===== config.mk =====
export PLATFORM = sky130hd
export DESIGN_NAME = chroma_upsample_fir
export DESIGN_NICKNAME = d
export VERILOG_FILES = /design/src/rtl/chroma_upsample_fir.sv
export SDC_FILE = /design/constraint.sdc
export NUM_CORES = 1
export LEC_CHECK = 0
export CORE_UTILIZATION = 25
export DETAILED_ROUTE_END_ITERATION = 10
export SLEW_MARGIN = 20
export SYNTH_ARGS = -nofsm -noshare
export SYNTH_HDL_FRONTEND = slang
export SYNTH_SLANG_ARGS = --single-unit

===== constraint.sdc =====
create_clock -name CLOCK_50_I -period 20 [get_ports CLOCK_50_I]
set_input_delay 2 -clock CLOCK_50_I [delete_from_list [all_inputs] [get_ports CLOCK_50_I]]
set_output_delay 2 -clock CLOCK_50_I [all_outputs]
set_load 0.1 [all_outputs]

===== src/rtl/chroma_upsample_fir.sv =====
// Multi-channel 2x chroma upsampler. Emits each input sample together with a
// 6-tap symmetric-FIR midpoint, computed on a single shared multiplier.
module chroma_upsample_fir #(
    parameter int CHANNELS = 2,
    parameter int DATA_W   = 8,
    parameter int COEF0    = 21,
    parameter int COEF1    = 52,
    parameter int COEF2    = 159,
    parameter int ROUND    = 128,
    parameter int SHIFT    = 8
) (
    input  logic                         CLOCK_50_I,
    input  logic                         reset,
    input  logic                         in_valid,
    output logic                         in_ready,
    input  logic                         in_sol,
    input  logic                         in_eol,
    input  logic [CHANNELS*DATA_W-1:0]   in_data,
    output logic                         out_valid,
    input  logic                         out_ready,
    output logic                         out_sol,
    output logic                         out_eol,
    output logic [CHANNELS*DATA_W-1:0]   out_even,
    output logic [CHANNELS*DATA_W-1:0]   out_odd,
    output logic                         err_protocol
);

    localparam int ACC_W = DATA_W + 12;
    localparam int CH_W  = (CHANNELS > 1) ? $clog2(CHANNELS) : 1;
    localparam int MAX_V = (1 << DATA_W) - 1;

    typedef enum logic [2:0] {IDLE, RUN, FLUSH, MAC, OUT} state_t;

    state_t                  state;
    logic [DATA_W-1:0]       win [CHANNELS][6];
    logic [1:0]              shift_cnt;
    logic [1:0]              flush_left;
    logic [1:0]              tap_idx;
    logic [CH_W-1:0]         ch_idx;
    logic                    sol_pend;
    logic                    eol_seen;
    logic signed [ACC_W-1:0] acc;

    logic                    accept;
    logic [1:0]              cnt_inc;

    assign accept  = in_valid & in_ready;
    assign cnt_inc = (shift_cnt == 2'd3) ? 2'd3 : shift_cnt + 2'd1;

    // Shared MAC datapath: one symmetric tap pair of one channel per cycle.
    logic [2:0]              mirror_idx;
    logic [DATA_W-1:0]       tap_a;
    logic [DATA_W-1:0]       tap_b;
    logic signed [ACC_W-1:0] pair_s;
    logic signed [ACC_W-1:0] coef_s;
    logic signed [ACC_W-1:0] prod;
    logic signed [ACC_W-1:0] term;
    logic signed [ACC_W-1:0] acc_next;
    logic signed [ACC_W-1:0] rounded;
    logic signed [ACC_W-1:0] shifted;
    logic [DATA_W-1:0]       odd_clip;

    always_comb begin
        mirror_idx = 3'd5 - {1'b0, tap_idx};
        tap_a      = win[ch_idx][tap_idx];
        tap_b      = win[ch_idx][mirror_idx];
        pair_s     = ACC_W'({1'b0, tap_a} + {1'b0, tap_b});
        case (tap_idx)
            2'd0:    coef_s = ACC_W'(COEF0);
            2'd1:    coef_s = ACC_W'(COEF1);
            default: coef_s = ACC_W'(COEF2);
        endcase
        prod     = pair_s * coef_s;
        term     = (tap_idx == 2'd1) ? -prod : prod;
        acc_next = (tap_idx == 2'd0) ? term : acc + term;
        rounded  = acc_next + ACC_W'(ROUND);
        shifted  = rounded >>> SHIFT;
        if (shifted < 0)
            odd_clip = '0;
        else if (shifted > ACC_W'(MAX_V))
            odd_clip = '1;
        else
            odd_clip = shifted[DATA_W-1:0];
    end

    always_ff @(posedge CLOCK_50_I) begin
        if (reset) begin
            state        <= IDLE;
            in_ready     <= 1'b1;
            out_valid    <= 1'b0;
            out_sol      <= 1'b0;
            out_eol      <= 1'b0;
            out_even     <= '0;
            out_odd      <= '0;
            err_protocol <= 1'b0;
            shift_cnt    <= '0;
            flush_left   <= '0;
            tap_idx      <= '0;
            ch_idx       <= '0;
            sol_pend     <= 1'b0;
            eol_seen     <= 1'b0;
            acc          <= '0;
            for (int unsigned c = 0; c < CHANNELS; c++)
                for (int unsigned k = 0; k < 6; k++)
                    win[c][k] <= '0;
        end else if (accept && in_sol) begin
            // A sol in RUN abandons the partial line and restarts from here.
            if (state == RUN)
                err_protocol <= 1'b1;
            for (int unsigned c = 0; c < CHANNELS; c++)
                for (int unsigned k = 0; k < 6; k++)
                    win[c][k] <= in_data[c*DATA_W +: DATA_W];
            shift_cnt <= '0;
            sol_pend  <= 1'b1;
            eol_seen  <= in_eol;
            if (in_eol) begin
                flush_left <= 2'd3;
                state      <= FLUSH;
                in_ready   <= 1'b0;
            end else begin
                flush_left <= '0;
                state      <= RUN;
                in_ready   <= 1'b1;
            end
        end else begin
            case (state)
                IDLE: begin
                    if (in_valid)
                        err_protocol <= 1'b1;
                end
                RUN: begin
                    if (in_valid) begin
                        for (int unsigned c = 0; c < CHANNELS; c++) begin
                            for (int unsigned k = 0; k < 5; k++)
                                win[c][k] <= win[c][k+1];
                            win[c][5] <= in_data[c*DATA_W +: DATA_W];
                        end
                        shift_cnt <= cnt_inc;
                        if (in_eol) begin
                            flush_left <= 2'd3;
                            eol_seen   <= 1'b1;
                        end
                        if (cnt_inc == 2'd3) begin
                            state    <= MAC;
                            in_ready <= 1'b0;
                            ch_idx   <= '0;
                            tap_idx  <= '0;
                        end else if (in_eol) begin
                            state    <= FLUSH;
                            in_ready <= 1'b0;
                        end
                    end
                end
                FLUSH: begin
                    for (int unsigned c = 0; c < CHANNELS; c++) begin
                        for (int unsigned k = 0; k < 5; k++)
                            win[c][k] <= win[c][k+1];
                        win[c][5] <= win[c][5];
                    end
                    flush_left <= flush_left - 2'd1;
                    shift_cnt  <= cnt_inc;
                    if (cnt_inc == 2'd3) begin
                        state   <= MAC;
                        ch_idx  <= '0;
                        tap_idx <= '0;
                    end
                end
                MAC: begin
                    acc <= acc_next;
                    if (tap_idx == 2'd2) begin
                        out_odd[ch_idx*DATA_W +: DATA_W]  <= odd_clip;
                        out_even[ch_idx*DATA_W +: DATA_W] <= win[ch_idx][2];
                        tap_idx <= '0;
                        if (ch_idx == CH_W'(CHANNELS - 1)) begin
                            state     <= OUT;
                            out_valid <= 1'b1;
                            out_sol   <= sol_pend;
                            out_eol   <= eol_seen && (flush_left == 2'd0);
                        end else begin
                            ch_idx <= ch_idx + 1'b1;
                        end
                    end else begin
                        tap_idx <= tap_idx + 2'd1;
                    end
                end
                OUT: begin
                    if (out_ready) begin
                        out_valid <= 1'b0;
                        out_sol   <= 1'b0;
                        out_eol   <= 1'b0;
                        sol_pend  <= 1'b0;
                        if (flush_left != 2'd0) begin
                            state <= FLUSH;
                        end else if (eol_seen) begin
                            state    <= IDLE;
                            in_ready <= 1'b1;
                            eol_seen <= 1'b0;
                        end else begin
                            state    <= RUN;
                            in_ready <= 1'b1;
                        end
                    end
                end
                default: begin
                    state    <= IDLE;
                    in_ready <= 1'b1;
                end
            endcase
        end
    end

endmodule

==> summary.md, run 1 <==
| Metric | Value |
|---|---|
| Status | `complete, but fails checks` |
| Failing checks | `DRC` |
| Register area share after synthesis | `0.3613` |
| HP Start | `tap_idx[1]$_SDFFE_PP0P_` |
| Antenna violations before repair | `0` |
| CTS sink cnt | `166` |
| Switch Pwr | `0.7114 mW` |
| Cell Int Power | `0.8600 mW` |
| Synthesized area per cell | `9.447 um2` |
| Compound-Gate Fraction of Synth Area | `0.2176` |
| CTS resizes | `0` |
| Synth async-reset ratio | `0` |
| Crit path required time | `20320 ps` |
| Ant diodes | `0` |
| Hold Path Sink | `tap_idx[1]$_SDFFE_PP0P_` |
| RR Endpoint | `out_odd[3]$_SDFFE_PP0P_` |
| Hold Path Stages | `2` |
| Peak Freq | `91.25 MHz` |
| Power Dens Cells | `116.0 nW/um2` |
| Leakage Power | `5.482 nW` |
| Site row count | `79` |
| Top-Level Pins | `59` |
| Routed Antenna Nets | `0` |
| TritonCTS buffer count | `17` |
| Via density per instance | `5.006` |
| Post-Synth XOR/XNOR Area | `0.04327` |
| Clock H-tree levels | `4` |
| Layout cells sized above 1 | `0.07956` |
| Synth Flop Type | `edfxtp_1` |
| TritonCTS clock tree | `built` |
| Cell variety after synth | `75` |
| Sum Neg Setup Slack | `0 ps` |
| Overflow after GRT | `0` |
| Hold crit path type | `register to register` |
| Slowest cell on crit path | `fa_1` |
| R2r setup slk | `9040 ps` |
| Max-cap violations | `0` |
| Clock share of power | `0.199` |
| Max Root-Sink Buffers | `2` |
| CTS root buf | `clkbuf_16` |
| Routed WL | `30.90 mm` |
| Sw frac | `0.4527` |
| Adder-cell share of the synthesized area | `0.1294` |
| Worst skew pair latency | `450 ps` |
| Hold Slack | `452.6 ps` |
| Drt first pass iters | `8` |
| GRT Overall Usage | `0.1311` |
| Min cycle time layout | `10960 ps` |
| Die height | `219.8 um` |
| Post-CTS setup buffer count | `0` |
| Mapped Nets | `1381` |
| Met2 usage | `0.2204` |
| Crit Path Class | `register to register` |
| First-pass GRT wire length | `50.12 mm` |
| Nets | `1395` |
| CP peak stage delay | `550 ps` |
| Initial Util | `0.2541` |
| Logic pwr share | `0.550` |
| Main combinational cell family by area after synthesis | `compound AO/OA/AOI/OAI gates` |
| CP Capture Type | `register` |
| Register share of total power | `0.251` |
| DIE AREA | `48300 um2` |
| Syn Inst Count | `1255` |
| Measured slew at the worst slew-check pin | `1055 ps` |
| Final hold viol count | `0` |
| Clk slew on worst S/H paths | `70 ps` |
| Met3 GRT Util | `0.02277` |
| Cell Area, Synth | `11860 um2` |
| DRC viols | `6` |
| GRT busiest layer | `met2` |
| Met1 Use GR | `0.1705` |
| Global placer's final weighted congestion | `0.8690` |
| Area growth from synthesis to layout | `14.23%` |
| Relative slew margins | `0.2946` |
| Synth warnings | `0` |
| Final Skew | `11.45 ps` |
| HPWL Detailed | `22.30 mm` |
| Simple-gate share of the synthesized area | `0.1428` |
| #FFs+latches synth | `166` |
| CP Launch Type | `register` |
| Crit-path max FO | `44` |
| R2R depth | `41` |
| Post-synth EDFFs | `96` |
| Vias in the first global route | `9301` |
| Routed wire per std cell | `16.36 um` |
| Core ar. | `46650 um2` |
| # fillers | `4907` |
| RSZ-0062 raised after global routing | `false` |
| Mux cell area share after synthesis | `0.05583` |
| DR vias | `9456` |
| Worst VDD drop | `0.0001007 V` |
| Final setup vio count | `0` |
| Die extent in x | `219.8 um` |
| CTS Hold Bufs | `0` |
| Port bufs | `58` |
| Fin crit share | `0.5479` |
| Final Slew Violations | `0` |
| Arrival time at the worst endpoint | `11280 ps` |
| Detailed Route Iter0 Violations | `541` |
| Pin count of the biggest net entering global routing | `81` |
worst max-delay path by stage:
stage	startpoint	to	slack, ps	depth (start not counted)
after floorplan	register	out_odd[0]$_SDFFE_PP0P_	9620	42
after global placement	register	out_odd[5]$_SDFFE_PP0P_	9240	41
after detailed placement	register	out_odd[5]$_SDFFE_PP0P_	9080	41
after CTS	register	out_odd[5]$_SDFFE_PP0P_	9040	41
after global routing	register	out_odd[3]$_SDFFE_PP0P_	8160	41
final	register	out_odd[3]$_SDFFE_PP0P_	9040	41
flip-flops by register name, indices dropped and copies added, names as in the netlist, 2 cells and up, named ones only:
name	cells
shift_cnt	2
tap_idx	2
flush_left	2
acc	20
win	96
state	3
out_odd	16
out_even	16
power groups by stage:
stage          Clock (mW)  Combinational, mW  Sequential (mW)
4_1_cts             0.321              0.859            0.394
6_report            0.313              0.864            0.395
2_1_floorplan           0              0.671            0.401
3_3_place_gp            0              0.847            0.401
3_5_place_dp            0              0.854            0.402
5_1_grt             0.335              0.955            0.397
through the flow:
stage	instance area [um2]	setup WS (ps)	instances	total power [mW]	util
floorplan	11860	9618	1255	1.072	-
global placement	13000	9238	1857	1.248	0.2787
detailed placement	13010	9081	1857	1.256	0.2787
CTS	13540	9042	1889	1.574	0.2902
global route	13540	8159	1889	1.687	0.2903
finish	13540	9041	1889	1.571	0.2903
critical path: cells and delay by family, from the launching register on:
kind                       cells  cell delay (ps)
AOI/OAI and AO/OA             17             3620
adders and majority gates      8             3170
and+or+nand+nor               11             2430
buffers and inverters          3              630
muxes                          1              510
DFF                            1              310
xor gates and xnor gates       1              110
cells in the mapped netlist (5+ instances only):
library cell,number,area share
nand3_1,17,0.0072
and3_1,12,0.0063
clkbuf_1,64,0.020
a311oi_1,5,0.0037
mux4_2,15,0.028
or2_2,5,0.0026
nor3_1,16,0.0068
mux2i_1,11,0.0093
inv_1,75,0.024
mux2_2,19,0.018
a21oi_1,80,0.034
a22o_1,34,0.025
a31oi_1,7,0.0037
ha_1,73,0.077
xor2_1,17,0.013
o21ai_1,19,0.0080
edfxtp_1,96,0.24
and4_1,5,0.0037
o31a_1,5,0.0037
fa_1,31,0.052
o211ai_1,21,0.013
a21o_1,56,0.035
nand4_1,7,0.0037
o31ai_1,6,0.0038
and2_1,27,0.014
nand2_1,121,0.038
a211oi_1,34,0.022
a22oi_1,5,0.0032
o211a_1,5,0.0042
xnor2_1,39,0.029
or3_1,8,0.0042
o21bai_1,8,0.0051
nand2b_1,8,0.0042
nor2b_1,15,0.0079
dfxtp_1,70,0.12
nor2_1,95,0.030
o21ai_0,55,0.023
layout make-up:
cell class,instances,area [um2],share of cell area
Sequential cell,166,4287,0.3165
Clock inverter,12,96.34,0.007114
Inverter,75,281.5,0.02079
Tap cell,607,759.5,0.05608
Timing Repair Buffer,70,665.6,0.04915
Clock buffer,20,436.7,0.03224
Multi-Input combinational cell,939,7017,0.5181
cell families (layout without fill, tap and decap cells):
family / after synthesis / count (layout)
flops: 166 / 166
compound gates: 378 / 378
fa+ha+maj: 104 / 104
buf+inv: 150 / 177
xor+xnor: 57 / 57
simple gates: 355 / 355
mux: 45 / 45
per-layer routing:
layer | vias to the layer above | part of all wire
li1 | 4602 | -
met1 | 4593 | 0.45
met3 | 36 | 0.041
met4 | 0 | 0.019
met5 | - | 0
met2 | 225 | 0.49
layout by cell type (no fill, tap or decap), types with 12 or more instances in the layout:
| cell | netlist | final |
|---|---|---|
| xor2_1 | 17 | 17 |
| a22o_1 | 34 | 34 |
| nor2_1 | 95 | 91 |
| clkbuf_16 | 0 | 17 |
| inv_1 | 75 | 75 |
| nor3_1 | 16 | 15 |
| buf_4 | 0 | 12 |
| dfxtp_1 | 70 | 68 |
| nor2b_1 | 15 | 15 |
| and2_1 | 27 | 27 |
| a21oi_1 | 80 | 78 |
| edfxtp_1 | 96 | 96 |
| a211oi_1 | 34 | 34 |
| mux4_2 | 15 | 15 |
| o211ai_1 | 21 | 21 |
| nand3_1 | 17 | 16 |
| a21o_1 | 56 | 56 |
| o21ai_0 | 55 | 55 |
| ha_1 | 73 | 73 |
| and3_1 | 12 | 12 |
| clkdlybuf4s50_1 | 0 | 57 |
| o21ai_1 | 19 | 19 |
| xnor2_1 | 39 | 39 |
| fa_1 | 31 | 31 |
| nand2_1 | 121 | 120 |
| mux2_2 | 19 | 19 |
Note: power is estimated with default switching activity, not from simulation.
==> run 2: changes to the inputs <==
- clock period: 20 -> 10.75 ns (I/O delays scaled with it)
==> run 2 against run 1 <==
  * Via count up 0.56%
  * First-iteration DRC count is 20% higher
  * Worst setup slack got worse by 8400 ps
  * Power is 91% higher
  * The flow still finishes with violations (DRC)
  * Non-clock buffer count rose by 18
  * Clock power grew 100%
  * Critical endpoint is now out_odd[15]$_SDFFE_PP0P_
  * Highest routed layer unchanged
  * Sequential power up 86%
  * Clock skew increased by 6.2 ps
==> summary.md, run 2 (synthesized netlist as in run 1, its figures left out) <==
| Metric | Value |
|---|---|
| R2r setup slk | `640 ps (-8400 ps)` |
| Final Slew Violations | `0 (unchanged)` |
| Overflow after GRT | `0 (unchanged)` |
| CP Launch Type | `register` |
| Fin crit share | `0.9407 (+0.3928)` |
| Crit Path Class | `register to register` |
| Min cycle time layout | `10110 ps (-846.3 ps)` |
| HP Start | `out_odd[12]$_SDFFE_PP0P_` |
| CP Capture Type | `register` |
| Most frequent cells in the layout | `120 x nand2_1, 96 x edfxtp_1, 91 x nor2_1` |
| CP peak stage delay | `540 ps (about the same)` |
| Max-cap violations | `0 (unchanged)` |
| Post-DP Area | `13090 um2 (+0.66%)` |
| Clk slew on worst S/H paths | `70 ps (about the same)` |
| Leakage Power | `5.628 nW (+2.7%)` |
| CTS sink cnt | `166 (unchanged)` |
| CTS Hold Bufs | `0 (unchanged)` |
| Status | `complete, but fails checks` |
| Routed wire per std cell | `16.26 um (-0.56%)` |
| Sum Neg Setup Slack | `0 ps (unchanged)` |
| # fillers | `4862 (-0.92%)` |
| Inst Count DP | `1869 (+0.65%)` |
| Pin count of the biggest net entering global routing | `81 (unchanged)` |
| Arrival time at the worst endpoint | `10490 ps (-790 ps)` |
| Nets | `1413 (+1.3%)` |
| CP top delay family | `adder cells` |
| Worst skew pair latency | `460 ps (about the same)` |
| Core ar. | `46650 um2 (unchanged)` |
| Final hold viol count | `0 (unchanged)` |
| Layout cells sized above 1 | `0.09692 (+0.01736)` |
| Hold crit path type | `register to register` |
| Crit-path max FO | `16 (-64%)` |
| Crit path required time | `11130 ps (-9190 ps)` |
| Area occupied by multi-input gates | `7039 um2 (+0.32%)` |
| Relative slew margins | `0.2838 (-0.01073)` |
| Routed Antenna Nets | `0 (unchanged)` |
| CTS root buf | `clkbuf_16` |
| Die extent in x | `219.8 um (unchanged)` |
| Final Util | `0.2949 (+0.004666)` |
| Global placer's final weighted congestion | `0.8769 (+0.91%)` |
| Final setup vio count | `0 (unchanged)` |
| Antenna violations before repair | `0 (unchanged)` |
| Via density per instance | `4.984 (-0.44%)` |
| Area growth from synthesis to layout | `16.06%` |
| Seq. cell area | `4292 um2 (+0.12%)` |
| Hold Path Stages | `2 (unchanged)` |
| Vias in the first global route | `9485 (+2.0%)` |
| Largest regs | `win x96, acc x20` |
| Most common cell after layout, fill and taps aside | `nand2_1` |
| DRC viols | `12 (+6)` |
| Max Root-Sink Buffers | `2 (unchanged)` |
| Failing checks | `DRC` |
| Power, Total | `2.996 mW (+91%)` |
| DR vias | `9509 (+0.56%)` |
| Detailed Route Iter0 Violations | `651 (+20%)` |
| TritonCTS buffer count | `17 (unchanged)` |
| Top-Level Pins | `59 (unchanged)` |
| Peak Freq | `98.89 MHz (+8.4%)` |
| GRT Overall Usage | `0.1314 (+0.0003173)` |
| Largest register FFs | `96 (unchanged)` |
| Drt first pass iters | `10 (+2)` |
| TritonCTS clock tree | `built` |
| First-pass GRT wire length | `50.40 mm (+0.56%)` |
| HPWL Detailed | `22.58 mm (+1.3%)` |
| Slowest cell on crit path | `fa_1` |
| RR Endpoint | `out_odd[15]$_SDFFE_PP0P_` |
| Clock H-tree levels | `4 (unchanged)` |
| R2R depth | `41 (unchanged)` |
| DIE AREA | `48300 um2 (unchanged)` |
| Buf+Inv Stages, Crit Path | `3 (unchanged)` |
| Initial Util | `0.2541 (unchanged)` |
| RSZ-0062 raised after global routing | `false` |
| Routed WL | `31.03 mm (+0.44%)` |
| Worst VDD drop | `0.0001877 V (+86%)` |
| Post-route cell area | `13760 um2 (+1.6%)` |
| Port bufs | `58 (unchanged)` |
| Power Dens Cells | `217.7 nW/um2 (+88%)` |
| Hold Path Sink | `out_odd[12]$_SDFFE_PP0P_` |
| Final Non-Filler Cells | `1908 (+1.0%)` |
| Die height | `219.8 um (unchanged)` |
| Site row count | `79 (unchanged)` |
| Most flops, register | `win` |
| Final Skew | `17.61 ps (+6.151 ps)` |
| Measured slew at the worst slew-check pin | `1071 ps (+16.04 ps)` |
-- run 2: cell types whose count changed in the layout (fill, tap and decap cells not counted), moves of 2 or more --
cell        change
buf_4          +18
clkbuf_1        -3
clkinv_8        +2
clkinvlp_4      -4
dfxtp_2         -2
dfxtp_4         +2
inv_4           +2
inv_6           +3
xnor2_1         -2
xnor2_2         +2
-- run 2: layer usage --
metal  wire length (um)  vias to the layer above  part of all wire  global-route usage
li1                   -                     4644                 -                   -
met1              14420                     4661              0.46              0.1671
met2              15050                      166              0.48              0.2233
met3               1041                       38             0.034             0.02595
met4                518                        0             0.017             0.03954
met5                  0                        -                 0                   0
-- run 2: cell type report --
| class | instances | share of cell area |
|---|---|---|
| Antenna cell | 1 | 0.0001819 |
| Clock buffer | 17 | 0.03091 |
| Clock inverter | 15 | 0.01164 |
| Inverter | 75 | 0.02046 |
| Multi-Input combinational cell | 939 | 0.5115 |
| Sequential cell | 166 | 0.3119 |
| Tap cell | 607 | 0.05519 |
| Timing Repair Buffer | 88 | 0.05819 |
-- run 2: where the power goes --
group / leakage, nW / internal (mW) / switching, mW
Clock: 0.293 / 0.329 / 0.296
Sequential: 1.59 / 0.713 / 0.0204
Combinational: 3.75 / 0.604 / 1.03
-- run 2: worst register-to-register path, delay by kind of cell (launching register included) --
kind / cells / cell delay (ps)
buffers and inverters: 3 / 300
flip-flops: 1 / 490
multiplexers: 1 / 530
XOR/XNOR: 3 / 440
AO/OA/AOI/OAI: 15 / 2950
adder cells (fa/ha/maj): 8 / 3040
AND/OR/NAND/NOR: 11 / 2300
-- run 2: what timing repair did --
item                                    CTS  global route
hold endpoints to repair                  0             0
endpoints found under the setup margin    0            16
gates resized for setup                   0             6
buffers inserted                          0             6
-- run 2: worst max path at each step --
stage | start | end | slack [ps] | cells past startpoint
after floorplan | register | out_odd[0]$_SDFFE_PP0P_ | 370 | 42
after global placement | register | out_odd[3]$_SDFFE_PP0P_ | 630 | 40
after detailed placement | register | out_odd[15]$_SDFFE_PP0P_ | 330 | 38
after CTS | register | out_odd[15]$_SDFFE_PP0P_ | 280 | 38
after global routing | register | out_odd[13]$_SDFFE_PP0P_ | 20 | 41
final | register | out_odd[15]$_SDFFE_PP0P_ | 640 | 41
-- run 2: metrics by stage --
stage               hold WS [ps]  worst slack [ps]
floorplan                  436.7             367.8
global placement           446.2             633.7
detailed placement         443.9             333.0
CTS                        453.1             284.1
global route               464.7             21.60
finish                     450.4             637.6
==> run 3: changes to the inputs <==
- ABC_CLOCK_PERIOD_IN_PS: unset -> 10750
==> results of run 3 <==
Same layout as run 2: the final DEF is identical, and so are final timing and power.
==> RTL edit 1, RTL diff (settings of run 2) <==
The parameter `CHANNELS` goes from 2 to 4.
--- a/src/rtl/chroma_upsample_fir.sv
+++ b/src/rtl/chroma_upsample_fir.sv
@@ -1,7 +1,7 @@
 // Multi-channel 2x chroma upsampler. Emits each input sample together with a
 // 6-tap symmetric-FIR midpoint, computed on a single shared multiplier.
 module chroma_upsample_fir #(
-    parameter int CHANNELS = 2,
+    parameter int CHANNELS = 4,
     parameter int DATA_W   = 8,
     parameter int COEF0    = 21,
     parameter int COEF1    = 52,
Interface: changed (resized in_data, out_even and out_odd); port bits go from 59 to 107. No check against the original RTL was run, so the function may have changed too.
==> RTL edit 1 against run 2 <==
Sequential power grew 80%. Area after synthesis up 43%. Sequential cell count grew 130. Clock power grew 98%. Power up 35%. Sequential share of layout area is 7.0 points higher. Setup slack worse by 0.23 ns. Via count is 30% higher. Wire length rose by 42%. Design area rose by 49%. Die area rose by 42%. Critical path type unchanged. Highest routed layer unchanged.
==> RTL edit 1: results (changes against run 2) <==
[clocking]
htree_levels=2  ; -2
clockBufferDepth=3  ; +1
clk_latency_ns=0.54  ; +0.08 ns
cts_made_buffers=35  ; +18

[drt]
dr.pass1.iters=5  ; -5
drt-initial-drc-count=941  ; +45%
routed_wl_um=43900  ; +42%
via_count=12327  ; +30%

[critical_path]
crit_arrival_ns=10.77  ; +0.28 ns
slowest_stage=or4_4
cpPeakStageDelay_ns=0.58  ; +0.04 ns
worstPathMaxFanout=8  ; -8

[synth]
yosys-mux-area-fraction=0.0694  ; +0.0136
synth_edf_count=192  ; +100%
yosys-top-cells-count=192 x edfxtp_1, 172 x a21o_1, 111 x nor2_1
synth-xor-area-share=0.0274  ; -0.0159
synth_fa_ha_area_frac=0.0987  ; -0.0307
synth_seq_area_share=0.463  ; +0.102
ys_types=69  ; -8.0%
synth.area.top_cells=edfxtp_1 34%, dfxtp_1 12%, a21o_1 7.6%, mux4_2 6.4%, ha_1 5.6%
async_flop_share=0  ; unchanged
synth_nets=1662  ; +20%
synth_compound_area_frac=0.194  ; -0.0235

[flow_run]
max_cap_viol_count=0  ; unchanged

[final_layout]
antenna_cells=0  ; -1
fin_nets=1780  ; +26%
reg.largest.list=win (192), out_even (32), out_odd (32)
drive_above_1_share=0.128  ; +0.0306

[global_routing]
track_usage=0.126  ; -0.00572
grt_max_degree=83  ; +2.5%
grt_pass1_wl_um=70000  ; +39%

[power]
ir_drop_mv=0.127  ; -32%
leakage_nw=8.96  ; +59%
power_switching_w=0.00142  ; +4.9%

[sta]
tightest_slew_ns=1.09  ; +0.0185 ns
worst_clock_skew_ns=0.0208  ; +0.00322 ns

[placement]
port_buffers=106  ; +83%
gp_congestion=0.856  ; -2.4%
hpwl_um=30900  ; +37%

[hold_path]
hp-start=acc[2]

[status]
status=complete, no violations

RTL edit 1: cell types whose count changed in the layout (fill, tap and decap cells not counted), sizes merged, moves of 48 or more:
cell / change
and2: +55
a21o: +116
nand2: -49
clkdlybuf4s50: +48
edfxtp: +96
RTL edit 1: worst max-delay path, delay by kind of cell (launching register included):
| family | cells | cell delay (ns) |
|---|---|---|
| simple gates | 7 | 1.90 |
| fa+ha+maj | 7 | 2.69 |
| xor+xnor | 4 | 0.75 |
| compound gates | 18 | 3.24 |
| flops | 1 | 0.41 |
| mux | 2 | 0.66 |
| buf+inv | 7 | 0.61 |
RTL edit 1: per-stage QoR:
step | setup WS, ns | instance area, um^2 | util | power, W | cells
3_5_place_dp | -0.198 | 19100 | 0.284 | 0.00278 | 2448
2_1_floorplan | 0.111 | 16900 | - | 0.00240 | 1512
3_3_place_gp | 0.0336 | 19100 | 0.284 | 0.00275 | 2448
6_report | 0.407 | 20600 | 0.306 | 0.00404 | 2527
5_1_grt | -0.180 | 20600 | 0.306 | 0.00430 | 2527
4_1_cts | 0.0195 | 20300 | 0.302 | 0.00403 | 2511
RTL edit 1: logic make-up (layout without fill, tap and decap cells):
logic type / count (synthesis) / in the layout
AO/OA/AOI/OAI: 462 / 462
XOR/XNOR: 53 / 53
adder cells (fa/ha/maj): 112 / 112
buffers and inverters: 164 / 306
flip-flops: 296 / 296
multiplexers: 57 / 57
AND/OR/NAND/NOR: 368 / 368
RTL edit 1: routing by layer:
metal	up-vias	track usage	wire [um]
met5	-	0	0
met4	0	0.0308	827
met3	49	0.0197	2150
met2	304	0.215	21400
met1	6141	0.166	19600
li1	5833	-	-
RTL edit 1: cell type report:
cell class,instances,area (um^2)
fillers,6728,46600
repair buffers,157,1480
multi-input cells,1052,8630
clock buffers,50,995
flip-flops and latches,296,7860
clock inverters,11,180
inverters,88,330
well taps,873,1090
RTL edit 1: worst paths after layout:
path | endpoint | slack [ns] | cells past startpoint
hold / removal | acc[2] | 0.46 | 2
hold reg to reg | acc[2] | 0.46 | 2
setup / recovery | out_odd[6] | 0.41 | 45
setup reg to reg | out_odd[6] | 0.41 | 45
RTL edit 1: what timing repair did:
action                     CTS  global route
buffers inserted             2            16
setup endpoints to repair   32            32
pin swaps                    1            12
resized for setup            2            32
RTL edit 1: power by group through the flow:
stage,Sequential (W),Clock [W],Combinational [W]
2_1_floorplan,0.00133,0,0.00107
3_3_place_gp,0.00134,0,0.00141
3_5_place_dp,0.00134,0,0.00143
4_1_cts,0.00132,0.00126,0.00145
5_1_grt,0.00133,0.00130,0.00167
6_report,0.00132,0.00124,0.00149
==> RTL edit 2, RTL diff (config.mk and constraints of run 2) <==
Without the edit above. Put one more register stage on the output `err_protocol`, with the module's reset. The value now appears one clock later. The other outputs are not delayed to match.
--- a/src/rtl/chroma_upsample_fir.sv
+++ b/src/rtl/chroma_upsample_fir.sv
@@ -31,6 +31,8 @@
 
     typedef enum logic [2:0] {IDLE, RUN, FLUSH, MAC, OUT} state_t;
 
+    logic err_protocol_s0;
+
     state_t                  state;
     logic [DATA_W-1:0]       win [CHANNELS][6];
     logic [1:0]              shift_cnt;
@@ -92,7 +94,7 @@
             out_eol      <= 1'b0;
             out_even     <= '0;
             out_odd      <= '0;
-            err_protocol <= 1'b0;
+            err_protocol_s0 <= 1'b0;
             shift_cnt    <= '0;
             flush_left   <= '0;
             tap_idx      <= '0;
@@ -106,7 +108,7 @@
         end else if (accept && in_sol) begin
             // A sol in RUN abandons the partial line and restarts from here.
             if (state == RUN)
-                err_protocol <= 1'b1;
+                err_protocol_s0 <= 1'b1;
             for (int unsigned c = 0; c < CHANNELS; c++)
                 for (int unsigned k = 0; k < 6; k++)
                     win[c][k] <= in_data[c*DATA_W +: DATA_W];
@@ -126,7 +128,7 @@
             case (state)
                 IDLE: begin
                     if (in_valid)
-                        err_protocol <= 1'b1;
+                        err_protocol_s0 <= 1'b1;
                 end
                 RUN: begin
                     if (in_valid) begin
@@ -209,4 +211,12 @@
         end
     end
 
+    always_ff @(posedge CLOCK_50_I) begin
+        if (reset) begin
+            err_protocol <= '0;
+        end else begin
+            err_protocol <= err_protocol_s0;
+        end
+    end
+
 endmodule
Check against the original RTL: not settled (the Yosys comparison gave no result); the edit may change what the design does.
==> RTL edit 2 against run 2 <==
Area after synthesis increased by 0.66%. Global-route usage increased by 0.056 points. Setup slack improved by 0.090 ns. Critical endpoint is now out_odd[3]. Synthesized cell count about the same. Highest routed layer unchanged. Power increased by 2.2%. Wire length about the same. Design area increased by 0.96%. Sequential cell count increased by 1.
==> RTL edit 2: results (changes against run 2) <==
[power]
ir_drop_mv=0.160  ; -15%
leakage_nw=5.70  ; +1.3%

[synth]
synth.area.top_cells=edfxtp_1 24%, dfxtp_1 12%, ha_1 7.7%, fa_1 5.2%, nand2_1 3.7%
ys_types=87  ; +16%
yosys-mux-area-fraction=0.0581  ; +0.00225
synth_nets=1380  ; -0.072%
synth_fa_ha_area_frac=0.129  ; -0.000854
synth_seq_area_share=0.361  ; -0.000709

[critical_path]
slowest_stage=or4b_4
worstPathMaxFanout=13  ; -3
crit_arrival_ns=10.34  ; -0.15 ns

[final_layout]
fill_cells=4940  ; +1.6%
fin_nets=1417  ; +0.28%
instances_no_fill=1911  ; +0.16%
multi_input_area_mm2=0.00710  ; +0.92%
antenna_cells=0  ; -1

[status]
status=complete, no violations

[drt]
drt-initial-drc-count=709  ; +8.9%
routed_wl_um=31000  ; about the same

[placement]
hpwl_um=22700  ; +0.30%
pre_cts_ws_ns=0.257  ; -0.0755 ns
place_area_mm2=0.0132  ; +0.81%
gp_congestion=0.847  ; -3.4%

[sta]
tightest_slew_ns=1.07  ; -0.00537 ns

[global_routing]
grt_pass1_vias=9312  ; -1.8%

RTL edit 2: changes by cell type in the layout (fill, tap and decap cells not counted), moves of 11 or more:
cell | before | now
o31ai_1 | 6 | 19
o211ai_1 | 21 | 6
a21oi_1 | 79 | 68
nor2_1 | 91 | 111
and2_1 | 27 | 41
o21ai_1 | 19 | 6
RTL edit 2: power groups by stage:
stage                     combinational [W]  clock (W)  sequential [W]
after detailed placement            0.00165          0        0.000754
after CTS                           0.00166   0.000675        0.000740
after global placement              0.00162          0        0.000752
after floorplan                     0.00130          0        0.000750
final                               0.00166   0.000664        0.000740
after global routing                0.00186   0.000700        0.000743
RTL edit 2: layer usage:
layer / vias to the layer above / share of wire / GRT usage
li1: 4629 / - / -
met1: 4565 / 0.47 / 0.178
met2: 196 / 0.48 / 0.217
met3: 38 / 0.033 / 0.0194
met4: 0 / 0.019 / 0.0422
met5: - / 0 / 0
RTL edit 2: cell type report:
cell class,count,share of cell area
Clock buffer,21,0.0348
Clock inverter,11,0.0109
Inverter,74,0.0200
Multi-Input combinational cell,942,0.511
Sequential cell,167,0.310
Tap cell,607,0.0547
Timing Repair Buffer,89,0.0582
RTL edit 2: final timing paths:
kind	to	start	slack [ns]	depth (start not counted)
setup / recovery	out_odd[3]	flop	0.73	40
hold / removal	out_odd[1]	out_odd[1]	0.46	2
setup reg to reg	out_odd[3]	flop	0.73	40
hold reg to reg	out_odd[1]	out_odd[1]	0.46	2
RTL edit 2: worst max-delay path: cells and delay by family, from the launching register on:
family	cells	cell delay, ns
DFF	1	0.45
xor gates and xnor gates	1	0.16
adders and majority gates	8	3.29
muxes	1	0.34
AOI/OAI and AO/OA	15	2.88
buffers and inverters	4	0.46
and+or+nand+nor	11	2.30
